$ cat src/rtl/nes_poll_scheduler.sv
// nes_poll_scheduler
//   Polls two NES controller pads over a shared latch/pulse pair. A poll can
//   be started on demand or by the periodic auto-poll timer. Each poll holds
//   latch high, then clocks in 8 serial bits per pad. At the end it publishes
//   both button bytes and their change masks together with a one-cycle strobe.
//
// Parameters
//   LATCH_CYCLES  latch high time in clocks
//   HALF_CYCLES   pulse half-period in clocks
//   PERIOD        auto-poll period in clocks (20-bit timer)
//
// Ports
//   clock              rising-edge system clock
//   reset              synchronous, active-high reset
//   auto_en            enables periodic polling
//   poll_req           one-cycle on-demand poll request
//   data0 / data1      serial pad data, active low, asynchronous
//   latch / pulse      shared latch and clock lines to both pads
//   buttons0/buttons1  pad state, active high (7=A 6=B 5=Sel 4=Start 3=Up 2=Dn 1=L 0=R)
//   changed0/changed1  XOR of new and previous button bytes
//   valid              one-cycle strobe: buttons/changed just updated
//   busy               high whenever the scheduler is not idle
module nes_poll_scheduler #(
  parameter int unsigned LATCH_CYCLES = 600,
  parameter int unsigned HALF_CYCLES  = 300,
  parameter int unsigned PERIOD       = 833333
) (
  input  logic       clock,
  input  logic       reset,
  input  logic       auto_en,
  input  logic       poll_req,
  input  logic       data0,
  input  logic       data1,
  output logic       latch,
  output logic       pulse,
  output logic [7:0] buttons0,
  output logic [7:0] buttons1,
  output logic [7:0] changed0,
  output logic [7:0] changed1,
  output logic       valid,
  output logic       busy
);

  localparam logic [2:0] S_IDLE  = 3'd0;
  localparam logic [2:0] S_LATCH = 3'd1;
  localparam logic [2:0] S_LOW   = 3'd2;
  localparam logic [2:0] S_HIGH  = 3'd3;
  localparam logic [2:0] S_DONE  = 3'd4;

  localparam int unsigned PH_MAX = (LATCH_CYCLES > HALF_CYCLES) ? LATCH_CYCLES : HALF_CYCLES;
  localparam int unsigned PW     = $clog2(PH_MAX + 1);

  localparam logic [PW-1:0] LATCH_LAST = PW'(LATCH_CYCLES - 1);
  localparam logic [PW-1:0] HALF_LAST  = PW'(HALF_CYCLES - 1);
  localparam logic [19:0]   TIMER_LAST = 20'(PERIOD - 1);

  logic [2:0]    state_q, state_d;
  logic [PW-1:0] phase_q, phase_d;
  logic [2:0]    bit_q, bit_d;
  logic [19:0]   timer_q, timer_d;
  logic          pending_q, pending_d;
  logic [1:0]    sync0_q, sync1_q;
  logic [7:0]    shift0_q, shift0_d, shift1_q, shift1_d;
  logic [7:0]    buttons0_q, buttons0_d, buttons1_q, buttons1_d;
  logic [7:0]    changed0_q, changed0_d, changed1_q, changed1_d;
  logic          wrap, start, sd0, sd1;

  assign sd0 = sync0_q[1];
  assign sd1 = sync1_q[1];

  // Pad data is asynchronous to clock; only the second flop is ever sampled.
  always_ff @(posedge clock) begin
    sync0_q <= {sync0_q[0], data0};
    sync1_q <= {sync1_q[0], data1};
  end

  always_comb begin
    wrap    = auto_en && (timer_q == TIMER_LAST);
    timer_d = '0;
    if (auto_en && !wrap) begin
      timer_d = timer_q + 20'd1;
    end
  end

  assign start = poll_req | wrap | pending_q;

  // Events arriving while a poll runs collapse into one deferred poll; the
  // flag is consumed on leaving IDLE.
  assign pending_d = (state_q == S_IDLE) ? 1'b0 : (pending_q | poll_req | wrap);

  always_comb begin
    state_d    = state_q;
    phase_d    = phase_q;
    bit_d      = bit_q;
    shift0_d   = shift0_q;
    shift1_d   = shift1_q;
    buttons0_d = buttons0_q;
    buttons1_d = buttons1_q;
    changed0_d = changed0_q;
    changed1_d = changed1_q;
    case (state_q)
      S_IDLE: begin
        if (start) begin
          state_d = S_LATCH;
          phase_d = '0;
        end
      end
      S_LATCH: begin
        if (phase_q == LATCH_LAST) begin
          state_d = S_LOW;
          phase_d = '0;
          bit_d   = '0;
        end else begin
          phase_d = phase_q + 1'b1;
        end
      end
      S_LOW: begin
        if (phase_q == HALF_LAST) begin
          shift0_d[3'd7 - bit_q] = ~sd0;
          shift1_d[3'd7 - bit_q] = ~sd1;
          phase_d = '0;
          if (bit_q == 3'd7) begin
            // Outputs load on the edge into DONE so the new bytes are
            // already visible during the valid cycle.
            state_d    = S_DONE;
            buttons0_d = shift0_d;
            buttons1_d = shift1_d;
            changed0_d = shift0_d ^ buttons0_q;
            changed1_d = shift1_d ^ buttons1_q;
          end else begin
            state_d = S_HIGH;
          end
        end else begin
          phase_d = phase_q + 1'b1;
        end
      end
      S_HIGH: begin
        if (phase_q == HALF_LAST) begin
          state_d = S_LOW;
          phase_d = '0;
          bit_d   = bit_q + 3'd1;
        end else begin
          phase_d = phase_q + 1'b1;
        end
      end
      S_DONE: begin
        state_d = S_IDLE;
      end
      default: begin
        state_d = S_IDLE;
      end
    endcase
  end

  always_ff @(posedge clock) begin
    if (reset) begin
      state_q    <= S_IDLE;
      phase_q    <= '0;
      bit_q      <= '0;
      timer_q    <= '0;
      pending_q  <= 1'b0;
      shift0_q   <= '0;
      shift1_q   <= '0;
      buttons0_q <= '0;
      buttons1_q <= '0;
      changed0_q <= '0;
      changed1_q <= '0;
    end else begin
      state_q    <= state_d;
      phase_q    <= phase_d;
      bit_q      <= bit_d;
      timer_q    <= timer_d;
      pending_q  <= pending_d;
      shift0_q   <= shift0_d;
      shift1_q   <= shift1_d;
      buttons0_q <= buttons0_d;
      buttons1_q <= buttons1_d;
      changed0_q <= changed0_d;
      changed1_q <= changed1_d;
    end
  end

  assign latch    = (state_q == S_LATCH);
  assign pulse    = (state_q != S_LOW);
  assign valid    = (state_q == S_DONE);
  assign busy     = (state_q != S_IDLE);
  assign buttons0 = buttons0_q;
  assign buttons1 = buttons1_q;
  assign changed0 = changed0_q;
  assign changed1 = changed1_q;

endmodule
$ cat config.mk
export PLATFORM = sky130hd
export DESIGN_NAME = nes_poll_scheduler
export DESIGN_NICKNAME = d
export VERILOG_FILES = /design/src/rtl/nes_poll_scheduler.sv
export SDC_FILE = /design/constraint.sdc
export NUM_CORES = 1
export LEC_CHECK = 0
export CORE_ASPECT_RATIO = 0.6
export CORE_MARGIN = 3
export CORE_UTILIZATION = 45
export CTS_CLUSTER_SIZE = 40
export DETAILED_ROUTE_END_ITERATION = 12
export HOLD_SLACK_MARGIN = 0.06
export PLACE_DENSITY = 0.66
export SETUP_SLACK_MARGIN = 0.1
export SYNTH_ARGS = -nofsm -noshare
export SYNTH_HDL_FRONTEND = slang
export SYNTH_SLANG_ARGS = --single-unit
$ cat constraint.sdc
create_clock -name clock -period 4.1 [get_ports clock]
set_clock_uncertainty 0.2 [all_clocks]
set_input_delay 0.82 -clock clock [delete_from_list [all_inputs] [get_ports clock]]
set_output_delay 0.82 -clock clock [all_outputs]
set_load 0.005 [all_outputs]
==> key figures <==
Outcome
  • Run status: finished, final reports clean

Synthesis
  • Post-synth top area cell: sky130_fd_sc_hd__dfxtp_1
  • Distinct cell type count after synthesis: 44
  • Post-synthesis share of cell area spent on and, or, nand and nor gates: 27.5%
  • Synthesized Nets: slightly below 500
  • Most numerous cell types in the synthesized netlist: sky130_fd_sc_hd__dfxtp_1 (89), sky130_fd_sc_hd__nand2_1 (71), sky130_fd_sc_hd__nor2_1 (58)
  • Count of flip-flops with a built-in enable after synthesis: 0
  • Share of cell area taken by muxes after synthesis: 2.02%
  • Register bit count reported by yosys: 89
  • Synth Area in Compound Gates: 12.6%
  • Number of cells produced by synthesis: 474
  • Async set-reset flop share out of synthesis: 0%
  • Dominant combinational cell family by area after synthesis: simple AND/OR/NAND/NOR gates
  • Yosys synthesis warning count: 0
  • Cell types with the largest area share after synthesis: sky130_fd_sc_hd__dfxtp_1 (45%), sky130_fd_sc_hd__nand2_1 (6.7%), sky130_fd_sc_hd__a21oi_1 (5.7%)
  • Share of synthesized cell area in full adder, half adder and majority cells: 1.58%
  • Netlist Area Pre-Place: 3970 sq um
  • Most repeated cell in the gate-level netlist after synthesis: sky130_fd_sc_hd__dfxtp_1
  • Xor and xnor area share after synthesis: just under 8%
  • Sequential element share of the synthesized area: 44.9%
  • Post-synth top area share: between 40 and 50%
  • Mean post-synth cell area: 8.38 sq um
  • Most used flip-flop cell after synthesis: sky130_fd_sc_hd__dfxtp_1

Layout
  • Final nets: roughly 520
  • Post-route non-filler standard cell count: 616
  • Antenna diode count: 0
  • Share of layout cells above drive strength 1: 5.51%
  • Area growth from synthesis to final layout: 19.7%

Place
  • Inst Count DP: 601
  • Buffers added on ports: 41
  • Final weighted congestion in routability-driven placement: 0.854
  • Detailed placer's ending HPWL: 6470 um

Critical path
  • Maximum fanout count along the critical path: 10
  • Launching element type of the critical path: register
  • Required time worst endpoint: 3.08 ns
  • Critical path start-end classification: register to output pin
  • Nature of the critical path endpoint: output pin
  • Data arrival time of the worst path: 1.79 ns

Floorplanning
  • Standard-cell rows: 25
  • Starting density of the core: 48.3%
  • Area of the core: between 8000 and 9000 sq um
  • Die width: 127 um
  • Ports: 42
  • Die height: roughly 79 um
  • Area of the die: 10000 sq um

STA
  • Period utilization: 68.6%
  • Final worst path period need: 2.81 ns
  • Setup violators final: 0
  • Maximum clock frequency: between 300 and 400 MHz
  • Worst Tran Pin Value: 1.12 ns
  • Worst rel slew slack: 24.9%
  • Final hold vios: 0
  • Fin. max-slew vios: 0
  • Sum of negative setup slack: 0 ns
  • RSZ-0062 raised after global routing: no

Global route
  • Antenna violations before repair: 0
  • Global-route congestion overflow total: 0
  • Maximum number of pins on one net before global-route repair: 57
  • First-pass GRT wire length: approximately 15000 um
  • Vias in the first global route: ~3000
  • Overall global routing resource usage: 19.1%

Clock network
  • Clock transition at the register clock pins on the worst setup and hold paths after CTS: 0.06 ns
  • CTS resizes: 0
  • Master cell of the clock root buffer: sky130_fd_sc_hd__clkbuf_16
  • Number of setup buffers added after CTS: 0
  • Clock Tree Buf Depth: 2
  • Clock tree from TritonCTS: yes
  • Clock buffers created by TritonCTS: 9
  • Clk Latency, worst-skew pair: 0.33 ns
  • Max H-tree Level: 3
  • Total number of clock tree sinks: 89
  • Count of hold buffers inserted by post-cts repair: 0

Routing
  • Drt first pass iters: 4
  • Drc violations: 0
  • Count of vias placed by the detailed router: 3299
  • Total wirelength of the detailed-routed design: 9080 um
  • Post-detailed-route count of antenna-violating nets: 0
  • Wirelength per Cell: 14.7 um
  • Vias per cell: 5.36
  • Drt initial violations: 258

Pwr
  • Static leakage: 1.64 nW
  • Power Density: 378 nW/um^2
  • Maximum vdd ir drop: roughly 0.00024 V

Flow run
  • Number of max-cap violations: 0

Worst hold path
  • Worst min-delay path class: register to register
-- cells in the final DEF (no fill, tap or decap), types with 5 or more instances in the layout --
cell type and n:
sky130_fd_sc_hd__a211o_1 5, sky130_fd_sc_hd__a211oi_1 17, sky130_fd_sc_hd__a21oi_1 45, sky130_fd_sc_hd__and3_1 8, sky130_fd_sc_hd__clkbuf_16 9, sky130_fd_sc_hd__clkdlybuf4s50_1 40, sky130_fd_sc_hd__dfxtp_1 89, sky130_fd_sc_hd__ha_1 5
sky130_fd_sc_hd__inv_1 11, sky130_fd_sc_hd__mux2i_1 8, sky130_fd_sc_hd__nand2_1 71, sky130_fd_sc_hd__nand2b_1 5, sky130_fd_sc_hd__nand3_1 15, sky130_fd_sc_hd__nand4_1 7, sky130_fd_sc_hd__nor2_1 58, sky130_fd_sc_hd__nor3_1 13
sky130_fd_sc_hd__nor3b_1 6, sky130_fd_sc_hd__xnor2_1 21, sky130_fd_sc_hd__xor2_1 15
-- where the power goes --
part	internal [mW]	switching, mW	total, mW
registers	0.870	0.00726	0.878
logic	0.0173	0.0290	0.0463
clock network	0.547	0.324	0.871
total	1.43	0.361	1.79
-- cell type report --
type / count / area (sq um)
tap: 108 / 135
sequential: 89 / 1780
timing repair buffer: 43 / 420
inverter: 11 / 41.3
fill: 738 / 3470
multi-input combinational: 350 / 2060
clock buffer: 10 / 239
clock inverter: 5 / 78.8
-- worst max-delay path, stage by stage (launching register included) --
cell	delay [ns]
sky130_fd_sc_hd__dfxtp_1	0.49
sky130_fd_sc_hd__nor3b_2	0.34
sky130_fd_sc_hd__inv_1	0.15
sky130_fd_sc_hd__clkdlybuf4s50_1	0.48
-- stage by stage --
| step | util [%] | instance area (sq um) | setup slack (ns) | power, mW | hold slack (ns) |
|---|---|---|---|---|---|
| 2_1_floorplan | - | 3970 | 2.03 | 0.925 | 0.110 |
| 3_5_place_dp | 53.9 | 4440 | 1.39 | 0.943 | 0.115 |
| 4_1_cts | 57.8 | 4750 | 1.27 | 1.81 | 0.129 |
| 3_3_place_gp | 53.9 | 4440 | 1.43 | 0.942 | 0.110 |
| 5_1_grt | 57.8 | 4750 | 1.02 | 1.85 | 0.133 |
| 6_report | 57.8 | 4750 | 1.29 | 1.79 | 0.126 |
-- routing by layer --
| layer | wire length, um | part of all wire (%) | track usage [%] |
|---|---|---|---|
| met5 | 0 | 0 | 0 |
| met4 | 49 | 0.54 | 4.93 |
| met3 | 505 | 5.6 | 5.98 |
| met2 | 3580 | 39 | 25.1 |
| met1 | 4940 | 54 | 29.6 |
-- registers in the layout (all words and copies together), names as in the netlist --
signal	cells
pending_q	1
changed1	8
changed0	8
sync0_q	2
timer_q	20
shift0_q	8
buttons1	8
shift1_q	8
bit_q	3
state_q	3
phase_q	10
buttons0	8
sync1_q	2
-- final timing paths --
check             startpoint           to  slack [ns]  depth (start not counted)
setup reg to reg  phase_q[0]  buttons1[3]        1.33                          6
hold / removal    sync1_q[0]   sync1_q[1]        0.13                          0
hold reg to reg   sync1_q[0]   sync1_q[1]        0.13                          0
setup / recovery  state_q[1]        pulse        1.29                          3
-- cells by family (layout without fill, tap and decap cells) --
kind of cell	after synthesis	after routing
AOI/OAI and AO/OA	82	82
xor gates and xnor gates	36	36
adders and majority gates	5	5
buffers and inverters	35	69
DFF	89	89
muxes	8	8
and+or+nand+nor	219	219
No activity file was read; power rests on OpenSTA's default activity.
